## src/rtl/reg_file_rename.sv

```systemverilog
// Architectural register file with per-register ROB rename tags: commit write,
// issue-side tag allocation, rollback, and two combinational source read ports.
module reg_file_rename #(
  parameter int REG_NUM   = 32,
  parameter int REG_POS_W = 5,
  parameter int DATA_W    = 32,
  parameter int ROB_POS_W = 4
) (
  input  logic                 clk,
  input  logic                 rst,
  input  logic                 rdy,
  input  logic                 rollback,
  input  logic                 reg_write,
  input  logic [REG_POS_W-1:0] reg_rd,
  input  logic [DATA_W-1:0]    reg_val,
  input  logic [ROB_POS_W-1:0] commit_rob_pos,
  input  logic                 issue,
  input  logic [REG_POS_W-1:0] issue_rd,
  input  logic [ROB_POS_W-1:0] issue_rob_pos,
  input  logic [REG_POS_W-1:0] rs1,
  input  logic [REG_POS_W-1:0] rs2,
  output logic [DATA_W-1:0]    rs1_val,
  output logic                 rs1_busy,
  output logic [ROB_POS_W-1:0] rs1_rob_pos,
  output logic [DATA_W-1:0]    rs2_val,
  output logic                 rs2_busy,
  output logic [ROB_POS_W-1:0] rs2_rob_pos
);
  localparam int NUM_PORTS = 2;

  logic [REG_NUM-1:0][DATA_W-1:0]    val;
  logic [REG_NUM-1:0]                busy;
  logic [REG_NUM-1:0][ROB_POS_W-1:0] tag;

  logic commit_ok, issue_ok;
  assign commit_ok = reg_write && (reg_rd != '0);
  assign issue_ok  = issue && (issue_rd != '0) && !rollback;

  always_ff @(posedge clk) begin
    if (rst) begin
      val  <= '0;
      busy <= '0;
      tag  <= '0;
    end else if (rdy) begin
      if (commit_ok) begin
        val[reg_rd] <= reg_val;
        // Stale commits (tag already reassigned) write the value but keep busy.
        if (tag[reg_rd] == commit_rob_pos && !(issue_ok && issue_rd == reg_rd))
          busy[reg_rd] <= 1'b0;
      end
      if (rollback)
        busy <= '0;
      if (issue_ok) begin
        busy[issue_rd] <= 1'b1;
        tag[issue_rd]  <= issue_rob_pos;
      end
    end
  end

  logic [NUM_PORTS-1:0][REG_POS_W-1:0] rs_idx;
  logic [NUM_PORTS-1:0][DATA_W-1:0]    rs_val;
  logic [NUM_PORTS-1:0]                rs_busy;
  logic [NUM_PORTS-1:0][ROB_POS_W-1:0] rs_pos;

  assign rs_idx = {rs2, rs1};

  genvar p;
  generate
    for (p = 0; p < NUM_PORTS; p++) begin : g_rd
      reg_file_rename_rd_port #(
        .REG_POS_W(REG_POS_W), .DATA_W(DATA_W), .ROB_POS_W(ROB_POS_W)
      ) u_rd (
        .rs             (rs_idx[p]),
        .ent_val        (val[rs_idx[p]]),
        .ent_busy       (busy[rs_idx[p]]),
        .ent_tag        (tag[rs_idx[p]]),
        .reg_write      (reg_write),
        .reg_rd         (reg_rd),
        .reg_val        (reg_val),
        .commit_rob_pos (commit_rob_pos),
        .out_val        (rs_val[p]),
        .out_busy       (rs_busy[p]),
        .out_pos        (rs_pos[p])
      );
    end
  endgenerate

  assign rs1_val     = rs_val[0];
  assign rs1_busy    = rs_busy[0];
  assign rs1_rob_pos = rs_pos[0];
  assign rs2_val     = rs_val[1];
  assign rs2_busy    = rs_busy[1];
  assign rs2_rob_pos = rs_pos[1];
endmodule

// One source read port: committed state, or the value retiring this cycle.
module reg_file_rename_rd_port #(
  parameter int REG_POS_W = 5,
  parameter int DATA_W    = 32,
  parameter int ROB_POS_W = 4
) (
  input  logic [REG_POS_W-1:0] rs,
  input  logic [DATA_W-1:0]    ent_val,
  input  logic                 ent_busy,
  input  logic [ROB_POS_W-1:0] ent_tag,
  input  logic                 reg_write,
  input  logic [REG_POS_W-1:0] reg_rd,
  input  logic [DATA_W-1:0]    reg_val,
  input  logic [ROB_POS_W-1:0] commit_rob_pos,
  output logic [DATA_W-1:0]    out_val,
  output logic                 out_busy,
  output logic [ROB_POS_W-1:0] out_pos
);
  logic bypass;
  assign bypass = reg_write && (reg_rd == rs) && ent_busy && (ent_tag == commit_rob_pos);

  always_comb begin
    out_val  = ent_val;
    out_busy = ent_busy;
    out_pos  = ent_tag;
    if (rs == '0) begin
      out_val  = '0;
      out_busy = 1'b0;
      out_pos  = '0;
    end else if (bypass) begin
      out_val  = reg_val;
      out_busy = 1'b0;
    end
  end
endmodule

```

## config.mk

```make
export PLATFORM = sky130hd
export DESIGN_NAME = reg_file_rename
export DESIGN_NICKNAME = d
export VERILOG_FILES = /design/src/rtl/reg_file_rename.sv
export SDC_FILE = /design/constraint.sdc
export NUM_CORES = 2
export LEC_CHECK = 0
export BUFFER_PORTS_ARGS = -buffer_cell sky130_fd_sc_hd__clkbuf_2
export CORE_ASPECT_RATIO = 1.4
export CORE_MARGIN = 2
export CORE_UTILIZATION = 30
export CTS_BUF_LIST = sky130_fd_sc_hd__clkbuf_16
export DETAILED_ROUTE_END_ITERATION = 16
export GPL_TIMING_DRIVEN = 0
export PLACE_DENSITY = 0.54
export SYNTH_ARGS = -nofsm -noshare
export SYNTH_HDL_FRONTEND = slang
export SYNTH_SLANG_ARGS = --single-unit
export TNS_END_PERCENT = 100
```

## constraint.sdc

```tcl
create_clock -name clk -period 4 [get_ports clk]
set_input_delay 0.4 -clock clk [delete_from_list [all_inputs] [get_ports clk]]
set_output_delay 0.4 -clock clk [all_outputs]
set_load 0.01 [all_outputs]
```

# After elaboration in Yosys (flattened, before gate mapping)
# Cells that the tools add are included.
word_totals:
  output_inout_bits: 74
  elab_cells: 141
  regBits: 1184
  in_bits: 66
classes:
  muxes: 40
  bitwise: 3
  n_eq_ne: 6
  n_reduce_logical: 21
  order_cmp: 6
ops:
  columns: ["cell", "count"]
  rows:
  - ["bitwise mux 1024 bit", 1]
  - ["two-way mux 32 bit", 13]
  - ["binary-select mux 32 bit (select 5 bit)", 2]
  - ["demux 32 bit (select 5 bit)", 1]
  - ["bitwise mux 128 bit", 1]
  - ["binary-select mux 4 bit (select 5 bit)", 3]
  - ["bitwise AND 32 bit", 1]
  - ["inverter 32 bit", 1]
  - ["OR 32 bit", 1]
  - ["less-than comparator 5 x 6 -> 1 bit (second input constant)", 4]
  - ["two-way mux 4 bit", 6]
  - ["demux 4 bit (select 5 bit)", 1]
  - ["== test 5 bit", 3]
  - ["logical AND 1 bit", 13]
  - ["== test 4 bit", 3]
  - ["binary-select mux 1 bit (select 5 bit)", 2]
  - ["demux 1 bit (select 5 bit)", 2]
  - ["greater-or-equal comparator 5 x 1 -> 1 bit (second input constant)", 2]
  - ["zero test 5 bit", 2]
  - ["nonzero test 5 bit", 2]
  - ["two-way mux 1 bit", 8]
  - ["AND reduction 2 bit", 2]
  - ["zero test 1 bit", 2]

# Longest topological paths before layout
depth:
  depth_word: 13
  ltp_mapped: 12
  mapped_depth_nobuf: 7

# By module
# A second synthesis with hierarchy kept.
unflattened:
  cells_unflattened: 6636
  area_unflattened_um2: 62168.4
modules_own_cells:
  columns: ["module", "cells_each", "area_per_inst_um2", "n_inst", "seq_area_each_um2"]
  rows:
  - ["reg_file_rename", 6380, 60584.4, 1, 23702.7]
  - ["reg_file_rename_rd_port", 128, 792.0, 2, 0.0]

# Worst setup path before layout
# OpenSTA, ideal clock, no wires.
synth_path:
  path_type: "input -> output"
  start: "input port rs2[0]"
  end: "output port rs2_val[10]"
  path_buffers: 6
  t_required_ps: 3600
  path_stages: 11
  arrival_time_ps: 3249
  path_slack_ps: 351
  path_cell_list: "buf_2 buf_4 buf_2 buf_2 clkbuf_1 buf_2 mux4_2 mux4_2 mux2_2 nand2_1 mux2i_1"
synth_via:
  elab_chain_len: 6
  word_cells_on_any_way: 14
  classes_between: "eq/ne (2); mux (8); reduce/logical (4)"
synth_lines:
  columns: ["item", "line_no", "source"]
  rows:
  - ["start, declared", "21", "input logic [REG_POS_W-1:0] rs2,"]
  - ["binary-select mux 4 bit (select 5 bit), or another cell as far along", "76", ".ent_tag (tag[rs_idx[p]]),"]
  - ["two-way mux 4 bit (not written as such), or another cell as far along", "76", null]
  - ["== test 4 bit / logical AND 1 bit (equally long branches)", "115", "assign bypass = reg_write && (reg_rd == rs) && ent_busy && (ent_tag == commit_rob_pos);"]
  - ["logical AND 1 bit", "115", null]
  - ["two-way mux 32 bit", "125", "end else if (bypass) begin"]
  - ["two-way mux 32 bit *", "121", "if (rs == '0) begin"]
  - ["end, declared", "25", "output logic [DATA_W-1:0] rs2_val,"]
# Every way passes the cells marked *; elsewhere a longest branch is shown, timed or not. The select of a mux whose other input is x is not followed.

# Worst setup path in the final report
layout_path:
  start: "register tag[84] (netlist bit)"
  end: "output port rs2_val[2]"
layout_via:
  elab_chain_len: 6
layout_lines:
  columns: ["item", "line_no", "source"]
  rows:
  - ["start, declared", "33", "logic [REG_NUM-1:0][ROB_POS_W-1:0] tag;"]
  - ["start signal, assigned by index", "55", "tag[issue_rd] <= issue_rob_pos;"]
  - ["binary-select mux 4 bit (select 5 bit)", "76", null]
  - ["two-way mux 4 bit (not written as such)", "76", null]
  - ["== test 4 bit", "115", null]
  - ["logical AND 1 bit", "115", null]
  - ["two-way mux 32 bit", "125", null]
  - ["two-way mux 32 bit", "121", null]
# No other way between the ends. The select of a mux whose other input is x is not followed.

==> metrics.yaml <==
netlist_area_um2: 62200
async_reset_ff_share_pct: 0
drt_wl_total_um: 280000
synth_top_family_by_area: "multiplexers"
numCtsBuffers: 116
cp.required_ns: 3.60
synth.distinct_cells: 57
maxCapViolCount: 2
critPathBufInv: 4
path_max_fanout: 5
status: "finished, violations left"
synthAdderAreaFrac_pct: 0
clkLatencyLatePin_ns: 0.78
cellPowerDensity_nw_per_um2: 360
first_pass_iters: 7
grt-ovfl-total: 0
arrival_ns: 3.88
initial_core_util_pct: 30.2
synth_simple_gate_area_share_pct: 16.1
cp-end-kind: "output port"
clk_pin_slew_ns: 0.07
cpMaxStageDelayCell: "mux4_2"
final.setup.worst_slack_ns: -0.281
viasPerCell: 5.69
ir_drop_v: 0.000375
grt_pass1_vias: 54200
syn_to_final_growth_pct: 17.2
path_cells: "mux4_2 -> mux4_2 -> mux2i_4 -> xnor2_2 -> nor4_4 -> buf_12 -> buf_16 -> buf_16 -> mux2i_4 -> buf_6"
setup_violations: 52
leakagePower_uw: 0.0234
drc: 0
cpPeakStageDelay_ns: 0.55
yosys.area.top_type: "dfxtp_1"
worst_pin_slew_ns: 1.62
synth_xor_area_share_pct: 0.324
grt.met3_usage_pct: 4.33
hp-class: "primary input to flop"
grt_use_met2_pct: 43.1
rows: 197
synth_edf_count: 0
total_power_uw: 26200
fmax_ghz: 0.234
dieArea_um2: 211000
grt_use_total_pct: 25.6
drive_above_1_share_pct: 21.5
num_vias: 54900
antenna_found_initial: 22
fin_cells: 9646
synthFlopType: "dfxtp_1"
busiest_layer: "met2"
finalNetCount: 6913
critPathTopFamily: "multiplexers"
hold_viol: 0
core_um2: 206000
clock-sinks: 1184
hpwlAfterDp_um: 224000
numPortBuffers: 101
synth_area_per_cell_um2: 9.47
place_congestion: 1.00
synth_compound_area_share_pct: 9.70
slew_headroom_pct: -7.86
die_w_um: 389
cts-htree-levels: 3
start_kind: "flop"
num_io_pins: 140
grt_max_degree: 20
grt_pass1_wl_um: 387000
cts_tree: "built"
synth_area_leaders: "dfxtp_1, mux4_2, nand2_1, a21oi_1, clkbuf_1"
avgRoutedWirePerCell_um: 29.0
cts_root_buffer: "clkbuf_16"
violations: "antenna violations, max-capacitance violations, max-slew violations, negative setup slack"
finClkSkew_ns: 0.0374
cts.path.max_buffers: 3
rsz0062_at_grt: "true"
period_minus_slack_ns: 4.28
die_height_um: 543
drt_iter0_markers: 6016
ys_seq_area_share_pct: 38.1
ys_ff_latch: 1184
yosysTopAreaCellShare_pct: 38.1
critical_path_class: "flop to output port"
ant_nets: 1
timing.final.crit_share_pct: 107
synth_cells: 6574
dp.cells: 9370
drv_slew: 18
syn_nets: 6640
yosysWarnings: 0
met1_usage_pct: 28.0
synthMuxAreaShare_pct: 31.4
==> logic make-up after synthesis <==
| family | count (synthesis) |
|---|---|
| multiplexers | 997 |
| AND/OR/NAND/NOR | 2530 |
| flip-flops | 1184 |
| XOR/XNOR | 23 |
| AO/OA/AOI/OAI | 1139 |
| buffers and inverters | 701 |
==> state kept, by name, indices dropped and copies added, names as in the netlist <==
signal	count
busy	32
val	1024
tag	128
==> report_power, final <==
| group | internal (uW) | total (uW) | leakage, uW | switching, uW |
|---|---|---|---|---|
| registers | 11800 | 11900 | 0.00955 | 35.0 |
| clock network | 6610 | 12000 | 0.00201 | 5350 |
| logic | 681 | 2400 | 0.0118 | 1720 |
| total | 19100 | 26200 | 0.0234 | 7100 |
==> layout make-up <==
type / count / area, um2
diodes: 13 / 32.5
clock buffers: 116 / 2900
flip-flops and latches: 1184 / 23700
clock inverters: 102 / 1090
inverters: 4 / 15.0
repair buffers: 160 / 1430
well taps: 2686 / 3360
fillers: 20900 / 133000
multi-input cells: 4689 / 36800
plain buffers: 692 / 3570
==> metal layers <==
layer / vias to the layer above / routed length (um)
met5: - / 83
met4: 12 / 28800
met3: 918 / 21700
met2: 2911 / 133000
met1: 27200 / 96300
li1: 23900 / -
==> timing repair <==
action	in CTS	in global routing
endpoints found under the hold margin	16	0
setup endpoints to repair	314	69
buffers inserted	18	12
pin swaps	42	17
hold buffers	16	0
gates resized for setup	577	167
cloned	4	1
==> cells in the final DEF, fill, tap and decap left out, drive strengths merged, types with 46 or more instances in the layout <==
master,instances
buf,201
dfxtp,1184
nor2,193
clkbuf,749
mux4,758
a21oi,1019
nand2,2141
nor2b,58
clkinv,46
mux2i,197
==> Yosys cell counts (10+ instances only) <==
| master | n |
|---|---|
| a21oi_1 | 1019 |
| xor2_1 | 10 |
| nor3_1 | 41 |
| nor2_1 | 193 |
| buf_1 | 59 |
| mux4_2 | 758 |
| buf_2 | 48 |
| clkbuf_1 | 551 |
| a31oi_1 | 10 |
| a211oi_1 | 36 |
| nand3_1 | 19 |
| xnor2_1 | 13 |
| nand3b_1 | 12 |
| mux2_2 | 42 |
| o41ai_1 | 10 |
| mux2i_1 | 197 |
| o22ai_1 | 18 |
| dfxtp_1 | 1184 |
| nor4_1 | 12 |
| nand2_1 | 2141 |
| nor2b_1 | 58 |
| clkbuf_2 | 30 |
==> final timing paths <==
kind / start / end / slack (ns) / depth (start not counted)
setup / recovery: tag[84]$_SDFFE_PP0P_ / rs2_val[2] / -0.28 / 10
setup reg to reg: tag[77]$_SDFFE_PP0P_ / busy[1]$_SDFFE_PP0P_ / 0.78 / 8
hold reg to reg: val[204]$_SDFFE_PP0P_ / val[204]$_SDFFE_PP0P_ / 0.47 / 2
hold / removal: reg_val[15] / val[47]$_SDFFE_PP0P_ / 0.03 / 3
==> worst min-delay path, stage by stage <==
cell and delay, ns:
clkbuf_2 0.20, nand2_1 0.10, a21oi_1 0.06
==> stage by stage <==
step	hold slack, ns	worst slack [ns]	cell area [um2]	util, %	TNS [ns]
final	0.0328	-0.281	72900	35.4	-7.59
after global routing	0.0441	-0.290	72900	35.4	-8.99
after CTS	0.00442	-0.290	72400	35.1	-9.00
after detailed placement	0.458	-3.24	66200	32.1	-507.64
after global placement	0.447	-3.79	66100	32.1	-538.14
after floorplan	0.417	0.351	62200	-	0
No activity file was read; power rests on OpenSTA's default activity.
